$ cat config.mk
export PLATFORM = sky130hd
export DESIGN_NAME = mem_access_ctrl
export DESIGN_NICKNAME = d
export VERILOG_FILES = /design/src/rtl/mem_access_ctrl.sv
export SDC_FILE = /design/constraint.sdc
export NUM_CORES = 1
export LEC_CHECK = 0
export ABC_AREA = 1
export CORE_ASPECT_RATIO = 0.7
export CORE_UTILIZATION = 42
export CTS_BUF_LIST = sky130_fd_sc_hd__clkbuf_8
export DETAILED_ROUTE_END_ITERATION = 8
export HOLD_SLACK_MARGIN = 0.12
export PLACE_DENSITY = 0.93
export SKIP_LAST_GASP = 1
export SYNTH_ARGS = -nofsm -noshare
export SYNTH_HDL_FRONTEND = slang
export SYNTH_SLANG_ARGS = --single-unit
$ cat constraint.sdc
create_clock -name clock -period 1.65 [get_ports clock]
set_input_delay 0.2475 -clock clock [delete_from_list [all_inputs] [get_ports clock]]
set_output_delay 0.2475 -clock clock [all_outputs]
set_load 0.01 [all_outputs]
$ cat src/rtl/mem_access_ctrl.sv
// Arbitrating front end for the 256x16 unified memory: serialises fetch and data requests
// into a registered strobe bundle and returns responses. Optional bounds check: MEM_ACCESS_BOUNDS_EN.
module mem_access_ctrl #(
  parameter int unsigned DATA_W       = 16,
  parameter int unsigned ADDR_W       = 16,
  parameter int unsigned DEPTH        = 256,
  parameter int unsigned STARVE_LIMIT = 3
) (
  input  logic              clock,
  input  logic              reset,
  input  logic              if_req,
  input  logic [ADDR_W-1:0] if_addr,
  output logic              if_ready,
  output logic              if_rvalid,
  output logic [DATA_W-1:0] if_rdata,
  input  logic              dm_req,
  input  logic              dm_we,
  input  logic [ADDR_W-1:0] dm_addr,
  input  logic [DATA_W-1:0] dm_wdata,
  output logic              dm_ready,
  output logic              dm_rvalid,
  output logic [DATA_W-1:0] dm_rdata,
  output logic              dm_wdone,
  output logic [ADDR_W-1:0] mem_addr,
  output logic [DATA_W-1:0] mem_wdata,
  output logic              mem_read,
  output logic              mem_write,
  input  logic [DATA_W-1:0] mem_rdata,
  output logic              busy,
  output logic              fault
);

  localparam int unsigned CNT_W = $clog2(STARVE_LIMIT + 1);

  typedef enum logic [1:0] {IDLE, ISSUE, RESP} state_t;

  state_t            state;
  logic [CNT_W-1:0]  starve_cnt;
  logic              op_dm;
  logic              op_we;
  logic              op_oob;

  logic              accept_window;
  logic              if_win;
  logic              dm_win;
  logic              accept;
  logic [ADDR_W-1:0] sel_addr;
  logic              sel_oob;

  // Arbitration: data wins unless fetch has lost STARVE_LIMIT contested rounds in a row
  always_comb begin
    accept_window = (state == IDLE) || (state == RESP);
    if_win        = if_req && (!dm_req || (starve_cnt == CNT_W'(STARVE_LIMIT)));
    dm_win        = dm_req && !if_win;
    if_ready      = accept_window && if_win;
    dm_ready      = accept_window && dm_win;
    accept        = if_ready || dm_ready;
    sel_addr      = dm_win ? dm_addr : if_addr;
  end

`ifdef MEM_ACCESS_BOUNDS_EN
  assign sel_oob = (32'(sel_addr) >= 32'(DEPTH));
`else
  logic [31:0] unused_depth;
  assign sel_oob      = 1'b0;
  assign unused_depth = 32'(DEPTH);
`endif

  assign busy = (state != IDLE);

  always_ff @(posedge clock) begin
    if (reset) begin
      state      <= IDLE;
      starve_cnt <= '0;
      op_dm      <= 1'b0;
      op_we      <= 1'b0;
      op_oob     <= 1'b0;
      mem_addr   <= '0;
      mem_wdata  <= '0;
      mem_read   <= 1'b0;
      mem_write  <= 1'b0;
      if_rvalid  <= 1'b0;
      if_rdata   <= '0;
      dm_rvalid  <= 1'b0;
      dm_rdata   <= '0;
      dm_wdone   <= 1'b0;
      fault      <= 1'b0;
    end else begin
      mem_read  <= 1'b0;
      mem_write <= 1'b0;
      if_rvalid <= 1'b0;
      dm_rvalid <= 1'b0;
      dm_wdone  <= 1'b0;

      case (state)
        // Read data is sampled at the end of the strobe cycle and routed to its source
        ISSUE: begin
          state <= RESP;
          if (op_dm) begin
            if (op_we) begin
              dm_wdone <= 1'b1;
            end else begin
              dm_rvalid <= 1'b1;
              dm_rdata  <= op_oob ? '0 : mem_rdata;
            end
          end else begin
            if_rvalid <= 1'b1;
            if_rdata  <= op_oob ? '0 : mem_rdata;
          end
          if (op_oob) begin
            fault <= 1'b1;
          end
        end
        default: state <= accept ? ISSUE : IDLE;
      endcase

      if (accept) begin
        op_dm     <= dm_win;
        op_we     <= dm_win && dm_we;
        op_oob    <= sel_oob;
        mem_addr  <= sel_addr;
        mem_read  <= !(dm_win && dm_we) && !sel_oob;
        mem_write <= dm_win && dm_we && !sel_oob;
        if (dm_win) begin
          mem_wdata <= dm_wdata;
        end
        if (if_win) begin
          starve_cnt <= '0;
        end else if (if_req && (starve_cnt != CNT_W'(STARVE_LIMIT))) begin
          starve_cnt <= starve_cnt + CNT_W'(1);
        end
      end
    end
  end

endmodule
==> run metrics, run 1 <==
slew of the pin with the lowest slew margin 0.506 ns; CTS Buffer Depth 2; Site Rows 25; vias per cell 4.74; Syn Nets 470; Detailed Routing Iterations Pass 1 4; highest cell delay on the worst timing path 0.34 ns; synth warn 0; largest net degree at the start of global routing 29; Sw Ratio 24.3%; Mapped Avg Cell Area 7.42 um2; Setup TNS 0 ns; Worst Hold End if_rdata[0]; CTS Buf Count 9; FF+latch count, synth 75; die span in x 102 um; Sw Pwr 1.10 mW; Worst setup EP type output pin; Hold Path Depth 3; die area 7410 um2; Layout Skew 0.00927 ns; H-tree depth 3; RSZ-0062 raised after global routing true; vias in the first global route 2884; crit path max fanout 3; outcome finished clean; I/O pins 142; worst path required time 1.40 ns; most frequent cells in the layout 136 x clkdlybuf4s50_1, 90 x nand2_1, 75 x dfxtp_1, 49 x nand3_1, 49 x a21oi_1; most common cell after layout, fill and taps aside clkdlybuf4s50_1; crit path time final 1.61 ns; CTS tree yes; setup bufs post-CTS 0; Final Cycle Share 97.8%; # nets final 614; remaining antenna violation count 0; Final Wtd Congestion 0.841; Max Slew Vio Count 0; share of layout cells above drive strength 1 8.21%; core area 6790 um2; I/O Buffers 140; die height 72.3 um; HPWL Detailed 6230 um; Final Cell Area 4720 um2; worst-path cell chain ha_2, inv_1, a211oi_1, clkbuf_2; Remaining DRCs 0; GR Overflow Total 0; antenna violations before repair 0; Reg clk slew, reported paths 0.07 ns; Initial Util 43.7%; CTS root buf clkbuf_8; post-synthesis cell type count 29; crit path kind reg2out; Mapped Area 2970 um2; # clock sinks 75; Rel. slew slack 66.2%; Final Setup Violations 0; Layout area overhead 59.1%; register area share after synthesis 50.6%; post-DR wirelength/cell 12.9 um; Post-Route WL 8270 um; top cells by area, synth dfxtp_1 51%, nand2_1 11%, a21oi_1 8.3%; Hold WS 0.414 ns; r2r worst-path depth 6; DP Worst Slack -0.277 ns; max frequency 619 MHz; Post-DP Area 4490 um2; Total Routing Usage GR 22.1%; Mapped Cells 400; crit path buf inv count 2; Static Leak 1.97 nW; clock power share 36.8%; final hold vios 0; crit path DAT 1.37 ns; worst r2r dst dm_rdata[14]; post-synth top area share 50.6%; final worst setup slack 0.0357 ns; Final Non-Filler Cells 642; kind of cell adding the most delay to the critical path flip-flops; P_int 3.43 mW; initial DRC count 119; Cells after DPL 627; Diodes inserted 0; Critical Path Source Type register; first-pass GRT wire length 12700 um; Worst-Skew Late Latency 0.33 ns; Slowest cell on crit path dfxtp_1; Peak VDD IR 0.445 mV; hold path startpoint reset; P per Cell Area 959 nW/um2; combinational power share 19.2%; post-synth top area cell dfxtp_1; RR Startpoint state[0]; Hold WC Path Type in2reg; Max-cap violations 0; sequential power share 44.0%; R2R Setup Slk 0.15 ns; via count 3040
[sequential cells by signal, summed over array words and instances, names as in the netlist]
register    flops
state           2
op_dm           1
mem_wdata      16
dm_wdone        1
mem_read        1
op_we           1
starve_cnt      2
dm_rdata       16
dm_rvalid       1
mem_addr       16
mem_write       1
if_rvalid       1
if_rdata       16
[synthesized netlist by cell type (all sizes together)]
library cell	number
nor3	1
nand3	49
nor4	1
inv	44
dfxtp	75
a21o	1
or2	1
o22ai	1
nand2	93
nand4	1
a211oi	1
conb	1
nor2	41
a21oi	50
buf	14
clkbuf	8
ha	1
o21ai	17
[what timing repair did]
item	4_1_cts	5_1_grt
resized for setup	6	2
pin swaps	1	1
hold buffers	0	0
endpoints found under the setup margin	3	2
[kinds of logic after synthesis]
kind of cell / count (synthesis) / share of synthesized area (%)
compound gates: 70 / 12.5
fa+ha+maj: 1 / 0.422
buf+inv: 66 / 9.57
flops: 75 / 50.6
other cells: 1 / 0.126
simple gates: 187 / 26.8
[tightest hold or removal path, delay by kind of cell]
family                 cells  cell delay (ns)
buffers and inverters      2             0.38
AOI/OAI and AO/OA          1             0.07
[metal layers]
| metal | share of wire (%) | GRT usage, % | vias to the layer above |
|---|---|---|---|
| met5 | 0 | 0 | - |
| met4 | 0.66 | 7.62 | 0 |
| met3 | 8.5 | 7.51 | 4 |
| met2 | 49 | 39.1 | 105 |
| met1 | 42 | 24.8 | 1373 |
| li1 | - | - | 1558 |
[power by group through the flow]
stage | Clock [mW] | Combinational [mW] | Sequential [mW]
final | 1.67 | 0.868 | 1.99
after global routing | 1.77 | 0.946 | 2.00
after CTS | 1.71 | 0.875 | 1.99
after detailed placement | 0 | 0.874 | 2.03
after global placement | 0 | 0.848 | 2.03
after floorplan | 0 | 0.335 | 2.08
[through the flow]
step / utilization (%) / total power, mW
finish: 69.6 / 4.53
global route: 69.6 / 4.72
CTS: 69.7 / 4.58
detailed placement: 66.2 / 2.91
global placement: 66.2 / 2.87
floorplan: - / 2.41
[final cells by class]
class / instances / area [um2]
Multi-Input combinational cell: 259 / 1180
Sequential cell: 75 / 1500
Inverter: 44 / 168
Fill cell: 565 / 2070
Clock buffer: 10 / 138
Timing Repair Buffer: 155 / 1510
Clock inverter: 5 / 103
Tap cell: 94 / 118
[worst max path at each step]
stage             startpoint  endpoint  slack, ns  cells after the start
2_1_floorplan  starve_cnt[0]  dm_ready       0.27                      5
3_3_place_gp          if_req  if_ready      -0.24                      4
3_5_place_dp          if_req  if_ready      -0.28                      4
4_1_cts        starve_cnt[0]  if_ready      -0.10                      4
5_1_grt        starve_cnt[1]  if_ready      -0.06                      4
6_report       starve_cnt[0]  if_ready       0.04                      4
No activity file was read; power rests on OpenSTA's default activity.
==> run 2, diff against run 1 <==
Settings changed: PLACE_DENSITY 0.93 to 0.82.
==> run 2 against run 1 <==
Against the previous run: sequential share of layout area barely moved; power decreased by 4.3%; die area did not move; largest power group unchanged; critical path depth fell by 2; via count increased by 1.2%; maximum frequency grew 3.1%; global-route usage up 0.85 points; clock-buffer cell count down 1; setup slack better by 0.049 ns; critical path type unchanged; highest routed layer unchanged; wire length is 2.1% higher; utilization grew 0.24 points; non-clock buffer count grew 4.
==> run metrics, run 2 (synthesized netlist as in run 1, its figures left out) <==
die area 7410 um2; crit path max fanout 4; crit path time final 1.57 ns; Final Wtd Congestion 0.822; Final Non-Filler Cells 647; max frequency 639 MHz; vias per cell 4.76; Post-Route WL 8440 um; final hold vios 0; total power 4.33 mW; antenna violations before repair 0; I/O pins 142; Final Cell Area 4740 um2; remaining antenna violation count 0; Diodes inserted 0; post-DR wirelength/cell 13.1 um; Post-CTS Hold Buffers 0; P_int 3.13 mW; worst path required time 1.40 ns; fillcell total 584; # clock sinks 75; RR Startpoint state[0]; Worst-Skew Late Latency 0.35 ns; share of layout cells above drive strength 1 9.76%; vias in the first global route 2898; outcome finished clean; CTS tree yes; first-pass GRT wire length 13200 um; via count 3077; # nets final 618; Worst Hold End state[1]; most frequent cells in the layout 136 x clkdlybuf4s50_1, 90 x nand2_1, 73 x dfxtp_1, 49 x nand3_1, 49 x a21oi_1; Site Rows 25; R2R Setup Slk 0.08 ns; Hold Path Depth 3; slew of the pin with the lowest slew margin 0.536 ns; largest net degree at the start of global routing 39; Layout Skew 0.0123 ns; HPWL Detailed 6230 um; Critical Path Source Type register; most common cell after layout, fill and taps aside clkdlybuf4s50_1; Sw Pwr 1.21 mW; Peak VDD IR 0.507 mV; Final Setup Violations 0; I/O Buffers 140; Max Slew Vio Count 0; die span in x 102 um; sequential power share 45.9%; Post-DP Area 4510 um2; CTS root buf clkbuf_8; core area 6790 um2; Rel. slew slack 64.3%; Initial Util 43.7%; H-tree depth 3; Hold WS 0.297 ns; crit path kind reg2out; initial DRC count 134; Reg clk slew, reported paths 0.09 ns; worst r2r dst if_rdata[14]; RSZ-0062 raised after global routing false; Max-cap violations 0; GR Overflow Total 0; CTS Buf Count 9; Setup TNS 0 ns; Total Routing Usage GR 23.0%; Layout area overhead 59.7%; Cells after DPL 630; Detailed Routing Iterations Pass 1 4; crit path DAT 1.32 ns; CTS Buffer Depth 2; Hold WC Path Type in2reg; Final Cycle Share 94.9%; clock power share 33.6%; Sw Ratio 27.9%; Worst setup EP type output pin; Static Leak 1.97 nW; P per Cell Area 915 nW/um2; combinational power share 20.5%; Remaining DRCs 0; r2r worst-path depth 6; hold path startpoint reset; die height 72.3 um
==> run 2: cell types whose count changed in the layout (fill, tap and decap cells not counted), sizes merged <==
| cell | change |
|---|---|
| clkinvlp | +2 |
| clkbuf | -2 |
| inv | +2 |
| bufinv | -2 |
| buf | +5 |
==> run 2: cell type report <==
class	count	area [um2]	share of cell area, %
Timing Repair Buffer	159	1540	32.5
Sequential cell	75	1510	31.8
Multi-Input combinational cell	259	1200	25.3
Inverter	44	168	3.54
Clock buffer	9	124	2.61
Tap cell	94	118	2.48
Clock inverter	7	82.6	1.74
==> run 2: timing repair <==
item,in CTS,in global routing
endpoints found under the setup margin,3,2
setup buffers,1,0
resized for setup,6,8
pin swaps,1,1
==> run 2: worst max-delay path by stage <==
stage                       start     endpoint  slack [ns]  depth (start not counted)
CTS                 starve_cnt[0]     if_ready       -0.12                          4
floorplan           starve_cnt[0]     dm_ready        0.27                          5
finish                   state[1]         busy        0.08                          2
detailed placement         if_req     if_ready       -0.25                          4
global route             state[0]  if_rdata[7]        0.02                          6
global placement           if_req     if_ready       -0.23                          4
==> run 2: power groups by stage <==
stage | combinational, mW | clock (mW) | sequential (mW)
2_1_floorplan | 0.335 | 0 | 2.08
3_3_place_gp | 0.867 | 0 | 2.02
3_5_place_dp | 0.887 | 0 | 2.03
4_1_cts | 0.890 | 1.50 | 1.99
5_1_grt | 0.968 | 1.59 | 2.00
6_report | 0.887 | 1.46 | 1.99
==> run 2: metrics by stage <==
| stage | util (%) | setup slack, ns |
|---|---|---|
| floorplan | - | 0.267 |
| global placement | 66.5 | -0.233 |
| detailed placement | 66.5 | -0.253 |
| CTS | 69.7 | -0.119 |
| global route | 69.8 | 0.0174 |
| finish | 69.8 | 0.0849 |
==> run 2: critical path: stages, from the launching register on <==
cell	delay, ns
dfxtp_1	0.37
or2_2	0.30
dlygate4sd2_1	0.30
==> run 2: metal layers <==
layer | part of all wire [%] | up-vias | track usage (%) | wire (um)
li1 | - | 1567 | - | -
met1 | 42 | 1375 | 25.2 | 3510
met2 | 47 | 119 | 39.6 | 3960
met3 | 9.7 | 16 | 9.34 | 821
met4 | 1.8 | 0 | 8.89 | 153
met5 | 0 | - | 0 | 0
